## config.mk

```make
export PLATFORM = sky130hd
export DESIGN_NAME = camera_stream_emulator
export DESIGN_NICKNAME = d
export VERILOG_FILES = /design/src/rtl/cam_pkg.sv /design/src/rtl/cam_pattern_gen.sv /design/src/rtl/camera_stream_emulator.sv
export SDC_FILE = /design/constraint.sdc
export NUM_CORES = 1
export LEC_CHECK = 0
export BUFFER_PORTS_ARGS = -buffer_cell sky130_fd_sc_hd__buf_2
export CAP_MARGIN = 10
export CORE_UTILIZATION = 35
export DETAILED_ROUTE_END_ITERATION = 16
export PLACE_DENSITY = 0.57
export SYNTH_ARGS = -nofsm -noshare
export SYNTH_HDL_FRONTEND = slang
export SYNTH_SLANG_ARGS = --single-unit
export TNS_END_PERCENT = 20
```

## constraint.sdc

```tcl
create_clock -name CLOCK -period 4.05 [get_ports CLOCK]
set_input_delay 0.6075 -clock CLOCK [delete_from_list [all_inputs] [get_ports CLOCK]]
set_output_delay 0.6075 -clock CLOCK [all_outputs]
set_load 0.03 [all_outputs]
```

## src/rtl/cam_pkg.sv

```systemverilog
// cam_pkg: shared colours, screen size, pattern encodings, FSM states and RGB565 expansion
package cam_pkg;
  localparam int SCREEN_WIDTH = 176;
  localparam int SCREEN_HEIGHT = 144;
  localparam int BAR_W = 22;
  localparam logic [7:0] RED = 8'hE0;
  localparam logic [7:0] GREEN = 8'h1C;
  localparam logic [7:0] BLUE = 8'h03;
  localparam logic [7:0] BLACK = 8'h00;
  localparam logic [7:0] WHITE = 8'hFF;
  localparam logic [7:0] YELLOW = 8'hFC;
  localparam logic [7:0] PURPLE = 8'hE3;
  localparam logic [7:0] LIGHTBLUE = 8'h0B;
  localparam logic [7:0] BROWN = 8'h8C;
  typedef enum logic [1:0] {PAT_MEM, PAT_BARS, PAT_SOLID, PAT_GRAD} pat_t;
  typedef enum logic [2:0] {S_IDLE, S_VSYNC, S_VBACK, S_ACTIVE, S_HBLANK, S_VFRONT} state_t;
  function automatic logic [15:0] rgb332_to_565(input logic [7:0] c);
    return {c[7:5], c[7:6], c[4:2], c[4:2], c[1:0], c[1:0], c[1]};
  endfunction
endpackage

```

## src/rtl/cam_pattern_gen.sv

```systemverilog
// cam_pattern_gen: combinational RGB332 pixel source for the stream emulator
module cam_pattern_gen
  import cam_pkg::*;
(
  input  logic [7:0] col,
  input  logic [7:0] row,
  input  pat_t       pat_sel,
  input  logic [7:0] solid_color,
  input  logic [7:0] rd_data,
  output logic [7:0] pixel
);
  localparam logic [63:0] BARS = {BLACK, BROWN, BLUE, PURPLE, GREEN, YELLOW, LIGHTBLUE, WHITE};
  logic [2:0] bar;
  // pick the pixel from memory, bar table, solid colour or diagonal gradient
  always_comb begin
    bar = 3'(col / 8'(BAR_W));
    pixel = pat_sel == PAT_MEM ? rd_data :
            pat_sel == PAT_BARS ? BARS[{bar, 3'b000} +: 8] :
            pat_sel == PAT_SOLID ? solid_color : col + row;
  end
endmodule

```

## src/rtl/camera_stream_emulator.sv

```systemverilog
// camera_stream_emulator: OV7670-style PCLK/HREF/VSYNC/data transmitter for loopback bring-up
module camera_stream_emulator
  import cam_pkg::*;
#(
  parameter int H_PIXELS     = SCREEN_WIDTH,
  parameter int V_LINES      = SCREEN_HEIGHT,
  parameter int HBLANK_PCLK  = 32,
  parameter int VSYNC_LINES  = 3,
  parameter int VBACK_LINES  = 17,
  parameter int VFRONT_LINES = 10,
  parameter int ADDR_W       = 15
) (
  input  logic              CLOCK,
  input  logic              RESET,
  input  logic              enable,
  input  logic [1:0]        pat_sel,
  input  logic [7:0]        solid_color,
  output logic [ADDR_W-1:0] rd_addr,
  input  logic [7:0]        rd_data,
  output logic              PCLK_OUT,
  output logic              HREF_OUT,
  output logic              VSYNC_OUT,
  output logic [7:0]        DATA_OUT,
  output logic              busy,
  output logic              frame_done
);
  localparam int LP = 2 * H_PIXELS + HBLANK_PCLK;
  localparam logic [15:0] VS_END = 16'(VSYNC_LINES * LP - 1);
  localparam logic [15:0] VB_END = 16'(VBACK_LINES * LP - 1);
  localparam logic [15:0] VB_PRE = 16'(VBACK_LINES * LP - 2);
  localparam logic [15:0] HB_END = 16'(HBLANK_PCLK - 1);
  localparam logic [15:0] HB_PRE = 16'(HBLANK_PCLK - 2);
  localparam logic [15:0] VF_END = 16'(VFRONT_LINES * LP - 1);
  localparam logic [15:0] ACT_END = 16'(2 * H_PIXELS - 1);
  localparam logic [7:0] V_END = 8'(V_LINES);
  localparam logic [7:0] COL_LAST = 8'(H_PIXELS - 1);
  state_t state;
  logic ph;
  logic [15:0] pcnt;
  logic [7:0] col, row, solid_q, pix, lo_q;
  logic [15:0] pix565;
  pat_t pat_q;
  function automatic logic [ADDR_W-1:0] addr(input logic [7:0] r, input logic [7:0] c);
    return ADDR_W'(int'(r) * H_PIXELS + int'(c));
  endfunction
  cam_pattern_gen u_pat (
    .col(col), .row(row), .pat_sel(pat_q), .solid_color(solid_q), .rd_data(rd_data), .pixel(pix)
  );
  assign pix565 = rgb332_to_565(pix);
  assign PCLK_OUT = ph;
  // frame sequencer: outputs only move on the PCLK falling boundary (ph 1->0)
  always_ff @(posedge CLOCK)
    if (RESET) begin
      state <= S_IDLE;
      ph <= 1'b0;
      pcnt <= '0;
      col <= '0;
      row <= '0;
      pat_q <= PAT_MEM;
      solid_q <= '0;
      lo_q <= '0;
      rd_addr <= '0;
      HREF_OUT <= 1'b0;
      VSYNC_OUT <= 1'b0;
      DATA_OUT <= '0;
      busy <= 1'b0;
      frame_done <= 1'b0;
    end else begin
      ph <= ~ph;
      frame_done <= 1'b0;
      if (ph) begin
        pcnt <= pcnt + 16'd1;
        case (state)
          S_IDLE, S_VFRONT:
            if (state == S_IDLE || pcnt == VF_END) begin
              frame_done <= state == S_VFRONT;
              if (enable) begin
                state <= S_VSYNC;
                VSYNC_OUT <= 1'b1;
                busy <= 1'b1;
                pcnt <= '0;
                row <= '0;
                col <= '0;
                pat_q <= pat_t'(pat_sel);
                solid_q <= solid_color;
              end else begin
                state <= S_IDLE;
                busy <= 1'b0;
              end
            end
          S_VSYNC:
            if (pcnt == VS_END) begin
              state <= S_VBACK;
              VSYNC_OUT <= 1'b0;
              pcnt <= '0;
            end
          S_VBACK, S_HBLANK: begin
            if (pcnt == (state == S_VBACK ? VB_PRE : HB_PRE) && row != V_END)
              rd_addr <= addr(row, 8'd0);
            if (pcnt == (state == S_VBACK ? VB_END : HB_END)) begin
              pcnt <= '0;
              if (row == V_END) state <= S_VFRONT;
              else begin
                state <= S_ACTIVE;
                HREF_OUT <= 1'b1;
                DATA_OUT <= pix565[15:8];
                lo_q <= pix565[7:0];
              end
            end
          end
          S_ACTIVE:
            if (pcnt == ACT_END) begin
              state <= S_HBLANK;
              HREF_OUT <= 1'b0;
              DATA_OUT <= '0;
              pcnt <= '0;
              row <= row + 8'd1;
              col <= '0;
            end else if (!pcnt[0]) begin
              DATA_OUT <= lo_q;
              col <= col + 8'd1;
              if (col != COL_LAST) rd_addr <= addr(row, col + 8'd1);
            end else begin
              DATA_OUT <= pix565[15:8];
              lo_q <= pix565[7:0];
            end
          default: state <= S_IDLE;
        endcase
      end
    end
endmodule

```

* Yosys cells after proc, flatten, opt, wreduce, memory -nomap -nowiden
Index checks and enable logic that the tools add are counted.
Widths: inputs -> output; s select.
** Word-level totals
- Bits in registers :: 81
- Bits in latches :: 0
- Bits in writable memories :: 0
- Bits in read-only memories :: 0
- Output and inout bits :: 28
- Word-level logic and storage cells :: 121
- Memories :: 0
** Cells by class
- $add $sub $neg :: 5
- $mul :: 1
- Div/mod/pow operators :: 1
- Magnitude comparators :: 0
- Equal/unequal tests :: 27
- Shift operators :: 1
- Muxes and demuxes :: 49
- Bitwise operators :: 3
- Reduce and logical (&&, ||, !) cells :: 20
** Operators with widths (number)
- $mux 8 :: 16
- $mux 16 :: 5
- $pmux 16 s4 :: 1
- $pmux 8 s2 :: 4
- $shiftx 64x7->8 const A :: 1
- $mux 15 :: 4
- $eq 16x13->1 :: 2
- $pmux 15 s2 :: 1
- $mux 13 :: 2
- $reduce_and 5->1 :: 5
- $ne 2x2->1 const B :: 11
- $add 16x1->16 const B :: 1
- $add 8x1->8 const B :: 2
- $eq 16x11->1 const B :: 1
- $eq 16x12->1 const B :: 1
- $eq 16x9->1 const B :: 1
- $ne 8x8->1 const B :: 2
- $add 15x8->15 :: 1
- $mux 3 :: 5
- $pmux 3 s4 :: 1
- $reduce_and 6->1 :: 2
- $mul 8x4->11 const B :: 1
- $add 8x8->8 :: 1
- $div 8x5->8 const B :: 1
- 19 further kinds :: 35

* Logic depth before layout (Yosys ltp)
- Word-level depth :: 7
- Depth in mapped cells :: 14
- Gate-level depth less buffers :: 12

* Hierarchy
A second synthesis with hierarchy kept.
** Second synthesis, totals
- Cells, all modules :: 709
- Area total of the unflattened synthesis :: 5688.0 um2
** Modules (own cells, without submodules)
- camera_stream_emulator :: instances 1, cells each 585, area an instance 4795.8 um2, seq. area each 1561.5 um2
- cam_pattern_gen :: instances 1, cells each 124, area an instance 892.1 um2, seq. area each 0.0 um2

* Worst setup path after synthesis
OpenSTA, ideal clock, no wires.
- Path kind :: reg2reg
- Start :: reg row[3]
- End :: reg rd_addr[13]
- Library setup time :: 0.086 ns
- Data arrival time :: 3.146 ns
- Data required time :: 3.964 ns
- Setup slack :: 0.818 ns
- Stages on the path, launching flop included :: 13
- Path through :: dfxtp_1 -> ha_1 -> inv_1 -> fa_1 -> inv_1 -> ha_1 -> nor2b_1 -> o31a_1 -> a2111oi_0 -> o211ai_1 -> nand4bb_1 -> xnor2_1 -> a211oi_1
** Between the ends
- Longest elaborated chain between the ends :: 6
- Elaborated cells between the ends (all ways) :: 11
- Classes of those cells :: add/sub (1); mul (1); eq/ne (2); mux (5); reduce/logical (2)
** RTL lines
- from (decl) :: line camera_stream_emulator.sv:40 : logic [7:0] col, row, solid_q, pix, lo_q;
- from (signal assigned) :: line camera_stream_emulator.sv:117 : row <= row + 8'd1;
- $mul 8x4->11 :: line camera_stream_emulator.sv:44 : return ADDR_W'(int'(r) * H_PIXELS + int'(c));
- $add 15x8->15 :: line camera_stream_emulator.sv:44
- $mux 15 :: line camera_stream_emulator.sv:122 : if (col != COL_LAST) rd_addr <= addr(row, col + 8'd1);
- $mux 15 :: line camera_stream_emulator.sv:119 : end else if (!pcnt[0]) begin
- $mux 15 :: line camera_stream_emulator.sv:112 : if (pcnt == ACT_END) begin
- $pmux 15 s2 :: line camera_stream_emulator.sv:73 : case (state)
- to (signal assigned) :: line camera_stream_emulator.sv:99 : rd_addr <= addr(row, 8'd0);
- to (signal assigned) :: line camera_stream_emulator.sv:122
- to (decl) :: line camera_stream_emulator.sv:18 : output logic [ADDR_W-1:0] rd_addr,
Parallel ways exist; a longest one is shown, timed or not. The select of a mux whose other input is x is not followed.
A chain may end at the register's enable or synchronous reset.

* Final worst setup path
Same ends and word-level chain as after synthesis.

==> results.sh <==
export IMPL_cts_resized=0
export IMPL_wl_per_cell_um=15.3
export IMPL_core_um2=16600
export IMPL_crit_path_start_kind="flip-flop"
export IMPL_grt_use_total_pct=18.1
export IMPL_cts_sinks=78
export IMPL_fmax_mhz=283
export IMPL_slew_headroom_pct=50.7
export IMPL_ys_seq_elements=78
export IMPL_r2r_cells=12
export IMPL_numCtsBuffers=9
export IMPL_tightest_slew_ns=0.732
export IMPL_period_share_pct=87.4
export IMPL_ios=49
export IMPL_rrSetupSlack_ns=0.51
export IMPL_hp_class="reg2reg"
export IMPL_rows=47
export IMPL_cts_tree="done"
export IMPL_fin_area_um2=6720
export IMPL_gp_congestion=0.820
export IMPL_drtPass1Iterations=5
export IMPL_synth_cell_types=85
export IMPL_ctsHoldBuffers=0
export IMPL_n_fill_cell=1761
export IMPL_r2r_start="row[3]$_SDFFE_PP0P_"
export IMPL_clkTransAtPathRegs_ns=0.06
export IMPL_die_h_um=132
export IMPL_setup_viol=0
export IMPL_p_leak_uw=0.00272
export IMPL_crit_required_ns=4.31
export IMPL_synth_area_um2=5930
export IMPL_rsz0062_at_grt="no"
export IMPL_min_path_cells=2
export IMPL_avgViaCountPerCell=5.29
export IMPL_num_vias=5337
export IMPL_clock_root_buffer="clkbuf_16"
export IMPL_drc=0
export IMPL_min_period_ns=3.54
export IMPL_powerDensity_nw_per_um2=286
export IMPL_synth_nets=814
export IMPL_p_total_uw=1930
export IMPL_grt_pass1_vias=4976
export IMPL_hpwl_um=11600
export IMPL_htree_levels=3
export IMPL_clk_path_buf_depth=2
export IMPL_worstPathMaxFanout=8
export IMPL_ir_worst_vdd_uv=189
export IMPL_io_buffers=48
export IMPL_synth_seq_area_share_pct=26.3
export IMPL_ys_top_cells_by_area="dfxtp_1, ha_1, nor2_1"
export IMPL_reg2reg_to="rd_addr[13]$_SDFFE_PP0P_"
export IMPL_drive_gt1_share_pct=13.8
export IMPL_synthCells=750
export IMPL_multiInputGateArea_um2=3980
export IMPL_finalWirelength_um=15400
export IMPL_register_area_um2=1560
export IMPL_holdWs_ns=0.455
export IMPL_skew_ns=0.00977
export IMPL_place_area_um2=6390
export IMPL_ant_nets=0
export IMPL_async_reset_ff_share_pct=0
export IMPL_antenna_cells=0
export IMPL_die_area_um2=17500
export IMPL_hold_end="busy$_SDFFE_PP0P_"
export IMPL_path_class="reg2reg"
export IMPL_drv_cap=0
export IMPL_die_w_um=132
export IMPL_grt_antenna_before_repair=0
export IMPL_syn_area_per_cell_um2=7.91
export IMPL_status="finished, final reports clean"
export IMPL_synth_largest_area_cell="dfxtp_1"
export IMPL_drt_iter0_drc=328
export IMPL_min_from="busy$_SDFFE_PP0P_"
export IMPL_yosysWarnings=0
export IMPL_setup_tns_ns=0
export IMPL_grt_max_degree=45
export IMPL_grt_overflow=0
export IMPL_slew_violations=0
export IMPL_netlist_area_leader_share_pct=26.3
export IMPL_post_cts_buffers=0
export IMPL_synthToLayoutAreaGrowth_pct=13.3
export IMPL_nNetsFinal=848
export IMPL_synth_edf_count=0
export IMPL_synth_ff_type="dfxtp_1"
export IMPL_startpoint="row[3]$_SDFFE_PP0P_"
export IMPL_clkLatencyLatePin_ns=0.35
export IMPL_grt_pass1_wl_um=25600
export IMPL_start_util_pct=35.8
export IMPL_crit_path_end_kind="flip-flop"
export IMPL_hold_violations=0
export IMPL_cp_arrival_ns=3.80
-- worst max-delay path by stage --
stage | end | slack, ns
5_1_grt | rd_addr[13]$_SDFFE_PP0P_ | 0.23
4_1_cts | rd_addr[13]$_SDFFE_PP0P_ | 0.50
2_1_floorplan | rd_addr[13]$_SDFFE_PP0P_ | 0.82
3_3_place_gp | rd_addr[13]$_SDFFE_PP0P_ | 0.61
6_report | rd_addr[13]$_SDFFE_PP0P_ | 0.51
3_5_place_dp | rd_addr[13]$_SDFFE_PP0P_ | 0.54
-- layout make-up --
cell class	instances	area share, %
repair buffers	67	5.69
inverters	51	2.85
clock buffers	10	3.55
flip-flops and latches	78	23.2
multi-input cells	577	59.2
clock inverters	6	1.38
well taps	220	4.09
-- through the flow --
stage	std cells	util [%]	setup slack, ns
2_1_floorplan	750	-	0.818
3_3_place_gp	993	38.5	0.612
3_5_place_dp	993	38.5	0.537
4_1_cts	1009	40.5	0.505
5_1_grt	1009	40.5	0.225
6_report	1009	40.5	0.511
-- placed cells by master, fill, tap and decap left out, types with 7 or more instances in the layout --
cell       count
nor3_1        15
xnor2_1       26
dfxtp_1       78
buf_2         48
a21oi_1       47
ha_1          36
nand3_1       30
o31ai_1        8
o21ai_0       35
nand4_1       13
clkbuf_16      9
nor2b_1       14
a211oi_1      19
inv_1         48
nor2_1        95
nand2_1       52
xor2_1        17
a21o_1         7
buf_4         19
mux2i_1       20
fa_1           7
o211ai_1      10
nor3b_1        8
-- registers in the layout, summed over array words and instances, names as in the netlist --
register and count:
pcnt 16, state 3, rd_addr 15, VSYNC_OUT 1, PCLK_OUT 1, frame_done 1, solid_q 8, DATA_OUT 8
HREF_OUT 1, row 8, lo_q 5, busy 1, pat_q 2, col 8
-- Yosys cell counts, types with 18 or more instances --
cell	count
nand3_1	30
nand2_1	52
buf_2	18
mux2i_1	20
inv_1	48
o21ai_0	35
ha_1	36
a21oi_1	47
clkbuf_1	23
dfxtp_1	78
a211oi_1	19
xnor2_1	26
nor2_1	95
-- kinds of logic (layout without fill, tap and decap cells) --
kind of cell | count (synthesis) | in the layout | synth area share (%)
buffers and inverters | 95 | 134 | 6.58
AO/OA/AOI/OAI | 196 | 196 | 23.3
AND/OR/NAND/NOR | 274 | 274 | 24.0
multiplexers | 21 | 21 | 3.56
flip-flops | 78 | 78 | 26.3
adder cells (fa/ha/maj) | 43 | 43 | 9.95
XOR/XNOR | 43 | 43 | 6.35
-- critical path: stages, from the launching register on --
cell	delay, ns
dfxtp_1	0.39
ha_1	0.31
inv_1	0.05
fa_1	0.49
inv_1	0.04
ha_1	0.33
nor2b_1	0.16
o31a_1	0.28
a2111oi_0	0.54
o211ai_1	0.23
nand4bb_1	0.26
xnor2_1	0.15
a211oi_1	0.22
-- per-layer routing --
metal	part of all wire [%]	track usage (%)	wire, um	vias to the layer above
met3	3.0	3.27	459	14
met1	50	24.6	7640	2475
met5	0	0	0	-
met2	46	29.2	7080	90
met4	1.6	5.43	239	0
li1	-	-	-	2758
-- power breakdown --
part | switching (uW) | total (uW) | internal [uW]
sequential | 20.3 | 806 | 786
clock | 344 | 904 | 560
combinational | 142 | 215 | 73.5
total | 506 | 1930 | 1420
(Power assumes the default switching activity.)
